### config.mk
export PLATFORM = sky130hd
export DESIGN_NAME = clkdiv_sched_flat
export DESIGN_NICKNAME = d
export VERILOG_FILES = /design/src/rtl/clkdiv_sched_if.sv /design/src/rtl/clkdiv_sched.sv /design/src/flat_wrapper.sv
export SDC_FILE = /design/constraint.sdc
export NUM_CORES = 1
export LEC_CHECK = 0
export ABC_CLOCK_PERIOD_IN_PS = 4200
export BUFFER_PORTS_ARGS = -buffer_cell sky130_fd_sc_hd__buf_2
export CAP_MARGIN = 0
export CORE_MARGIN = 2
export CORE_UTILIZATION = 39
export DETAILED_ROUTE_END_ITERATION = 16
export HOLD_SLACK_MARGIN = 0.15
export RECOVER_POWER = 100
export SLEW_MARGIN = 20
export SYNTH_ARGS = -nofsm -noshare
export SYNTH_HDL_FRONTEND = slang
export SYNTH_SLANG_ARGS = --single-unit
### constraint.sdc
create_clock -name clk -period 4.2 [get_ports clk]
set_input_delay 0.84 -clock clk [delete_from_list [all_inputs] [get_ports clk]]
set_output_delay 0.84 -clock clk [all_outputs]
set_load 0.05 [all_outputs]
### src/rtl/clkdiv_sched_if.sv
// Ratio-write port for the clock-divider scheduler: valid/ready, channel and new ratio.
interface clkdiv_sched_if #(
  parameter int unsigned DIV_W = 8
);
  logic             cfg_valid;
  logic             cfg_ready;
  logic [1:0]       cfg_chan;
  logic [DIV_W-1:0] cfg_div;

  modport master (output cfg_valid, output cfg_chan, output cfg_div, input cfg_ready);
  modport slave  (input cfg_valid, input cfg_chan, input cfg_div, output cfg_ready);
endinterface

### src/rtl/clkdiv_sched.sv
// Clock-divider scheduler: Schmitt-detects a clock and a reset trigger on the sample
// path and drives four gates, each dividing the clock by its own run-time ratio.
// Ratio writes are held in a shadow register and applied only at the channel's wrap.
module clkdiv_sched #(
  parameter int unsigned        DIV_W      = 8,
  parameter logic signed [15:0] SCHMITT_HI = 16'sd8000,
  parameter logic signed [15:0] SCHMITT_LO = 16'sd2000,
  parameter logic signed [15:0] OUT_HI     = 16'sd20000,
  parameter logic signed [15:0] OUT_LO     = 16'sd0,
  parameter int unsigned        DIV_INIT0  = 1,
  parameter int unsigned        DIV_INIT1  = 2,
  parameter int unsigned        DIV_INIT2  = 4,
  parameter int unsigned        DIV_INIT3  = 8
) (
  input  logic               clk,
  input  logic               rst,
  input  logic               sample_strobe,
  input  logic signed [15:0] sample_in0,
  input  logic signed [15:0] sample_in1,
  clkdiv_sched_if.slave      cfg,
  output logic signed [15:0] sample_out0,
  output logic signed [15:0] sample_out1,
  output logic signed [15:0] sample_out2,
  output logic signed [15:0] sample_out3
);

  localparam int unsigned N_CH = 4;
  localparam logic [DIV_W-1:0] DIV_INIT [N_CH] = '{
    DIV_W'(DIV_INIT0), DIV_W'(DIV_INIT1), DIV_W'(DIV_INIT2), DIV_W'(DIV_INIT3)
  };

  logic             clk_hi;
  logic             rst_hi;
  logic             strobe_d;
  logic [DIV_W-1:0] cnt    [N_CH];
  logic [DIV_W-1:0] div    [N_CH];
  logic [DIV_W-1:0] shadow [N_CH];
  logic [N_CH-1:0]  pending;
  logic             clk_ev;
  logic             rst_ev;
  logic             accept;

  // Rising events from the Schmitt detectors, only on a sample strobe
  always_comb begin
    clk_ev = sample_strobe && (sample_in0 > SCHMITT_HI) && !clk_hi;
    rst_ev = sample_strobe && (sample_in1 > SCHMITT_HI) && !rst_hi;
  end

  // A channel accepts a new ratio only while it has none pending
  assign cfg.cfg_ready = !pending[cfg.cfg_chan];
  assign accept        = cfg.cfg_valid && cfg.cfg_ready;

  // Gate level for one channel from its ratio, count and the clock state
  function automatic logic signed [15:0] gate(input logic [DIV_W-1:0] d,
                                              input logic [DIV_W-1:0] c,
                                              input logic             hi);
    if (d == '0)               return OUT_LO;
    else if (d == DIV_W'(1))   return hi ? OUT_HI : OUT_LO;
    else                       return (c < (d >> 1)) ? OUT_HI : OUT_LO;
  endfunction

  // Schmitt state for the clock and reset-trigger inputs
  always_ff @(posedge clk) begin
    if (rst) begin
      clk_hi <= 1'b0;
      rst_hi <= 1'b0;
    end else if (sample_strobe) begin
      if ((sample_in0 > SCHMITT_HI) && !clk_hi)     clk_hi <= 1'b1;
      else if ((sample_in0 < SCHMITT_LO) && clk_hi) clk_hi <= 1'b0;
      if ((sample_in1 > SCHMITT_HI) && !rst_hi)     rst_hi <= 1'b1;
      else if ((sample_in1 < SCHMITT_LO) && rst_hi) rst_hi <= 1'b0;
    end
  end

  // Per-channel counters, ratio shadow registers and deferred ratio application
  always_ff @(posedge clk) begin
    if (rst) begin
      pending <= '0;
      for (int n = 0; n < N_CH; n++) begin
        cnt[n]    <= '0;
        div[n]    <= DIV_INIT[n];
        shadow[n] <= '0;
      end
    end else begin
      for (int n = 0; n < N_CH; n++) begin
        if (rst_ev) begin
          cnt[n] <= '0;
          if (pending[n]) begin
            div[n]     <= shadow[n];
            pending[n] <= 1'b0;
          end
        end else if (clk_ev && (div[n] >= DIV_W'(2))) begin
          if (cnt[n] == div[n] - DIV_W'(1)) begin
            cnt[n] <= '0;
            if (pending[n]) begin
              div[n]     <= shadow[n];
              pending[n] <= 1'b0;
            end
          end else begin
            cnt[n] <= cnt[n] + DIV_W'(1);
          end
        end else if (pending[n] && (clk_ev || (div[n] == '0))) begin
          // Ratio 0/1 has no period to finish; a muted channel does not even wait for a clock
          cnt[n]     <= '0;
          div[n]     <= shadow[n];
          pending[n] <= 1'b0;
        end
        if (accept && (cfg.cfg_chan == 2'(n))) begin
          shadow[n]  <= cfg.cfg_div;
          pending[n] <= 1'b1;
        end
      end
    end
  end

  // Gate outputs refresh one clock after each strobe and hold in between
  always_ff @(posedge clk) begin
    if (rst) begin
      strobe_d    <= 1'b0;
      sample_out0 <= OUT_LO;
      sample_out1 <= OUT_LO;
      sample_out2 <= OUT_LO;
      sample_out3 <= OUT_LO;
    end else begin
      strobe_d <= sample_strobe;
      if (strobe_d) begin
        sample_out0 <= gate(div[0], cnt[0], clk_hi);
        sample_out1 <= gate(div[1], cnt[1], clk_hi);
        sample_out2 <= gate(div[2], cnt[2], clk_hi);
        sample_out3 <= gate(div[3], cnt[3], clk_hi);
      end
    end
  end

endmodule

### src/flat_wrapper.sv
// flat-port wrapper written by rule: the top's interface ports become plain ports
module clkdiv_sched_flat 
#(
  parameter int unsigned        DIV_W      = 8,
  parameter logic signed [15:0] SCHMITT_HI = 16'sd8000,
  parameter logic signed [15:0] SCHMITT_LO = 16'sd2000,
  parameter logic signed [15:0] OUT_HI     = 16'sd20000,
  parameter logic signed [15:0] OUT_LO     = 16'sd0,
  parameter int unsigned        DIV_INIT0  = 1,
  parameter int unsigned        DIV_INIT1  = 2,
  parameter int unsigned        DIV_INIT2  = 4,
  parameter int unsigned        DIV_INIT3  = 8
)
  (clk, rst, sample_strobe, sample_in0, sample_in1, sample_out0, sample_out1, sample_out2, sample_out3, cfg_cfg_valid, cfg_cfg_chan, cfg_cfg_div, cfg_cfg_ready);
  clkdiv_sched_if #(.DIV_W(DIV_W)) cfg_i ();
  input  logic clk;
  input  logic rst;
  input  logic sample_strobe;
  input  logic signed [15:0] sample_in0;
  input  logic signed [15:0] sample_in1;
  output logic signed [15:0] sample_out0;
  output logic signed [15:0] sample_out1;
  output logic signed [15:0] sample_out2;
  output logic signed [15:0] sample_out3;
  input wire logic [$bits(cfg_i.cfg_valid)-1:0] cfg_cfg_valid;
  input wire logic [$bits(cfg_i.cfg_chan)-1:0] cfg_cfg_chan;
  input wire logic [$bits(cfg_i.cfg_div)-1:0] cfg_cfg_div;
  output wire logic [$bits(cfg_i.cfg_ready)-1:0] cfg_cfg_ready;
  assign cfg_i.cfg_valid = cfg_cfg_valid;
  assign cfg_i.cfg_chan = cfg_cfg_chan;
  assign cfg_i.cfg_div = cfg_cfg_div;
  assign cfg_cfg_ready = cfg_i.cfg_ready;
  clkdiv_sched #(.DIV_W(DIV_W), .SCHMITT_HI(SCHMITT_HI), .SCHMITT_LO(SCHMITT_LO), .OUT_HI(OUT_HI), .OUT_LO(OUT_LO), .DIV_INIT0(DIV_INIT0), .DIV_INIT1(DIV_INIT1), .DIV_INIT2(DIV_INIT2), .DIV_INIT3(DIV_INIT3)) u_core (.clk(clk), .rst(rst), .sample_strobe(sample_strobe), .sample_in0(sample_in0), .sample_in1(sample_in1), .cfg(cfg_i), .sample_out0(sample_out0), .sample_out1(sample_out1), .sample_out2(sample_out2), .sample_out3(sample_out3));
endmodule
==> run metrics <==
NumNets Final 841; drt wl/cell 14.7 um; global route overflow 0; Rel. slew slack -1.34%; Fill cells 1,772; Period minus WS final ~3.7 ns; Post-synth ARST share 0%; mux cell area share after synthesis 0.596%; fmax between 200 and 300 MHz; flops & latches, synth roughly 110; hpwl dp around 11 mm; violated checks max-capacitance violations, max-slew violations; placed instance count 973; Tot GR Track Use 14.9%; critical-path maximum fanout 9; PwrDens roughly 330 nW/um2; post-synthesis sequential area ratio 43.5%; synthesized area per cell 10.1 um2; Fin Hold WS 0.494 ns; Req. time, crit path approximately 4.2 ns; via/cell ratio 5.08; die area 19,400 um2; Slew @ Worst Pin ~1.5 ns; Root Buffer clkbuf_16; 1st-iter DRT viols 277; CTS clk-pin slew, worst paths approximately 0.07 ns; combinational family with the most area after synthesis simple AND/OR/NAND/NOR gates; initial antenna violation count 0; Routed Antenna Nets 0; Clock Skew approximately 0.0065 ns; most common flop cell mapped by yosys edfxtp_1; first-pass GRT wire length 23.0 mm; vias in the first global route 4,639; Synth Instances 704; gpl congestion between 0.8 and 0.9; CTS Buf Count 9; share of cells above drive strength 1 9.61%; residual DRC count 0; Max VDD drop 0.000203 V; Port-buffer cells 66; die width 139 um; Final Cycle Share approximately 88%; Total Neg Setup Slack 0 ns; Setup Viol. Count Final 0; Reg area between 3000 and 4000 um2; Worst Setup End Kind register; compound-gate portion of the synthesized area 11.9%; setup slack, reg-to-reg 0.56 ns; area of the multi-input gates around 3500 um2; CP Class in -> reg; core area 18,000 um2; status finished, violations left; IO Count about 110; final hold vios 0; antenna cell count 0; final cell count without fillers 989; Initial DRT Pass Iterations 5; max_cap viols 1; Hold Crit Class reg -> reg; EDFF count, synth 96; CTS sink cnt 107; post-synthesis cell type count 72; Die Y 139 um; Vias 5,026; Area growth, synth to finish 6.98%; synthesized-area fraction occupied by adder cells around 7%; final max-slew violation count 1; pin count of the biggest net entering global routing 20; simple-gate share of the synthesized area 20.1%; CTS Hold Bufs 0; Routed WL 14.5 mm; Mapped Area 7140 um2; most common cell after layout, fill and taps aside edfxtp_1; Worst EP arrival 3.67 ns; clk buf depth 2; post-CTS setup buffer count 0; cts repair resizes 0; Synthesis Warnings 0; most frequent cells in the layout 96 x edfxtp_1, 68 x nor2_1, 44 x conb_1; initial core utilization 39.7%; # rows 49; Synth Area in XOR/XNOR 7.36%; CP startpoint kind input port; CTS H-tree lvls 3; Skew-Pair Late Insertion Delay 0.35 ns; Static Leak 2.94 nW; RSZ-0062 raised after global routing false; CTS tree done
==> registers in the layout, summed over array words and instances (netlist names), 4 cells and up <==
register and cells:
u_core.div 32, u_core.cnt 32, u_core.shadow 32, u_core.pending 4
==> power by group <==
group	total, W	leakage [nW]	internal, W	switching (W)
Combinational	0.000448	1.73	0.000137	0.000311
Clock	0.000774	0.131	0.000404	0.000370
Sequential	0.00129	1.08	0.00122	0.0000694
Total	0.00251	2.94	0.00176	0.000750
==> synth_stat cells, types with 8 or more instances <==
cell	number	area [um2]
edfxtp_1	96	2880
nor2_1	68	255
buf_4	60	450
inv_1	42	158
and2_1	41	257
ha_1	40	500
xnor2_1	35	307
nand2_1	28	105
xor2_1	25	219
nand3_1	24	120
o21ai_0	24	120
and3_1	18	113
nor3b_1	17	128
a21oi_1	16	80.1
clkbuf_1	12	45.0
dfxtp_1	11	220
nor3_1	9	45.0
nor4_1	8	50.1
==> worst paths after layout <==
path | start | to | depth (start not counted)
worst max-delay path | sample_strobe | u_core.div[0][2] | 7
worst max register to register | u_core.div[1][1] | u_core.div[1][1] | 6
worst min-delay path | u_core.rst_hi | u_core.rst_hi | 2
worst min register to register | u_core.rst_hi | u_core.rst_hi | 2
==> routing by layer <==
metal  GRT usage (%)  part of all wire (%)
met5               0                     0
met4            7.07                   3.1
met3            2.58                   5.4
met2            23.7                    45
met1            19.8                    47
==> through the flow <==
step | worst slack [ns] | cell area [um2] | util, % | total power (W)
floorplan | 0.841 | 7300 | - | 0.00170
global placement | 0.271 | 7460 | 41.5 | 0.00177
detailed placement | 0.141 | 7460 | 41.5 | 0.00177
CTS | 0.507 | 7720 | 43.0 | 0.00255
global route | 0.157 | 7640 | 42.5 | 0.00262
finish | 0.498 | 7640 | 42.5 | 0.00251
==> critical path, stage by stage <==
cell and delay (ns):
clkbuf_1 0.16, or3b_1 0.39, a2111oi_1 0.81, a211oi_1 0.20, o21ai_0 0.21, o21ba_2 0.24, o21ai_0 0.82
==> layout make-up <==
class	instances	area share (%)
well taps	229	3.75
inverters	43	2.11
repair buffers	74	4.57
flip-flops and latches	107	40.6
clock buffers	12	3.10
multi-input cells	520	45.5
clock inverters	4	0.360
==> cells by family (layout without fill, tap and decap cells) <==
logic type      count (synthesis)  in the layout
compound gates                113            113
xor+xnor                       60             60
fa+ha+maj                      40             40
buf+inv                       120            133
flops                         107            107
mux                             3              3
other cells                     1             44
simple gates                  260            260
Power figures use the tool's default switching activity.
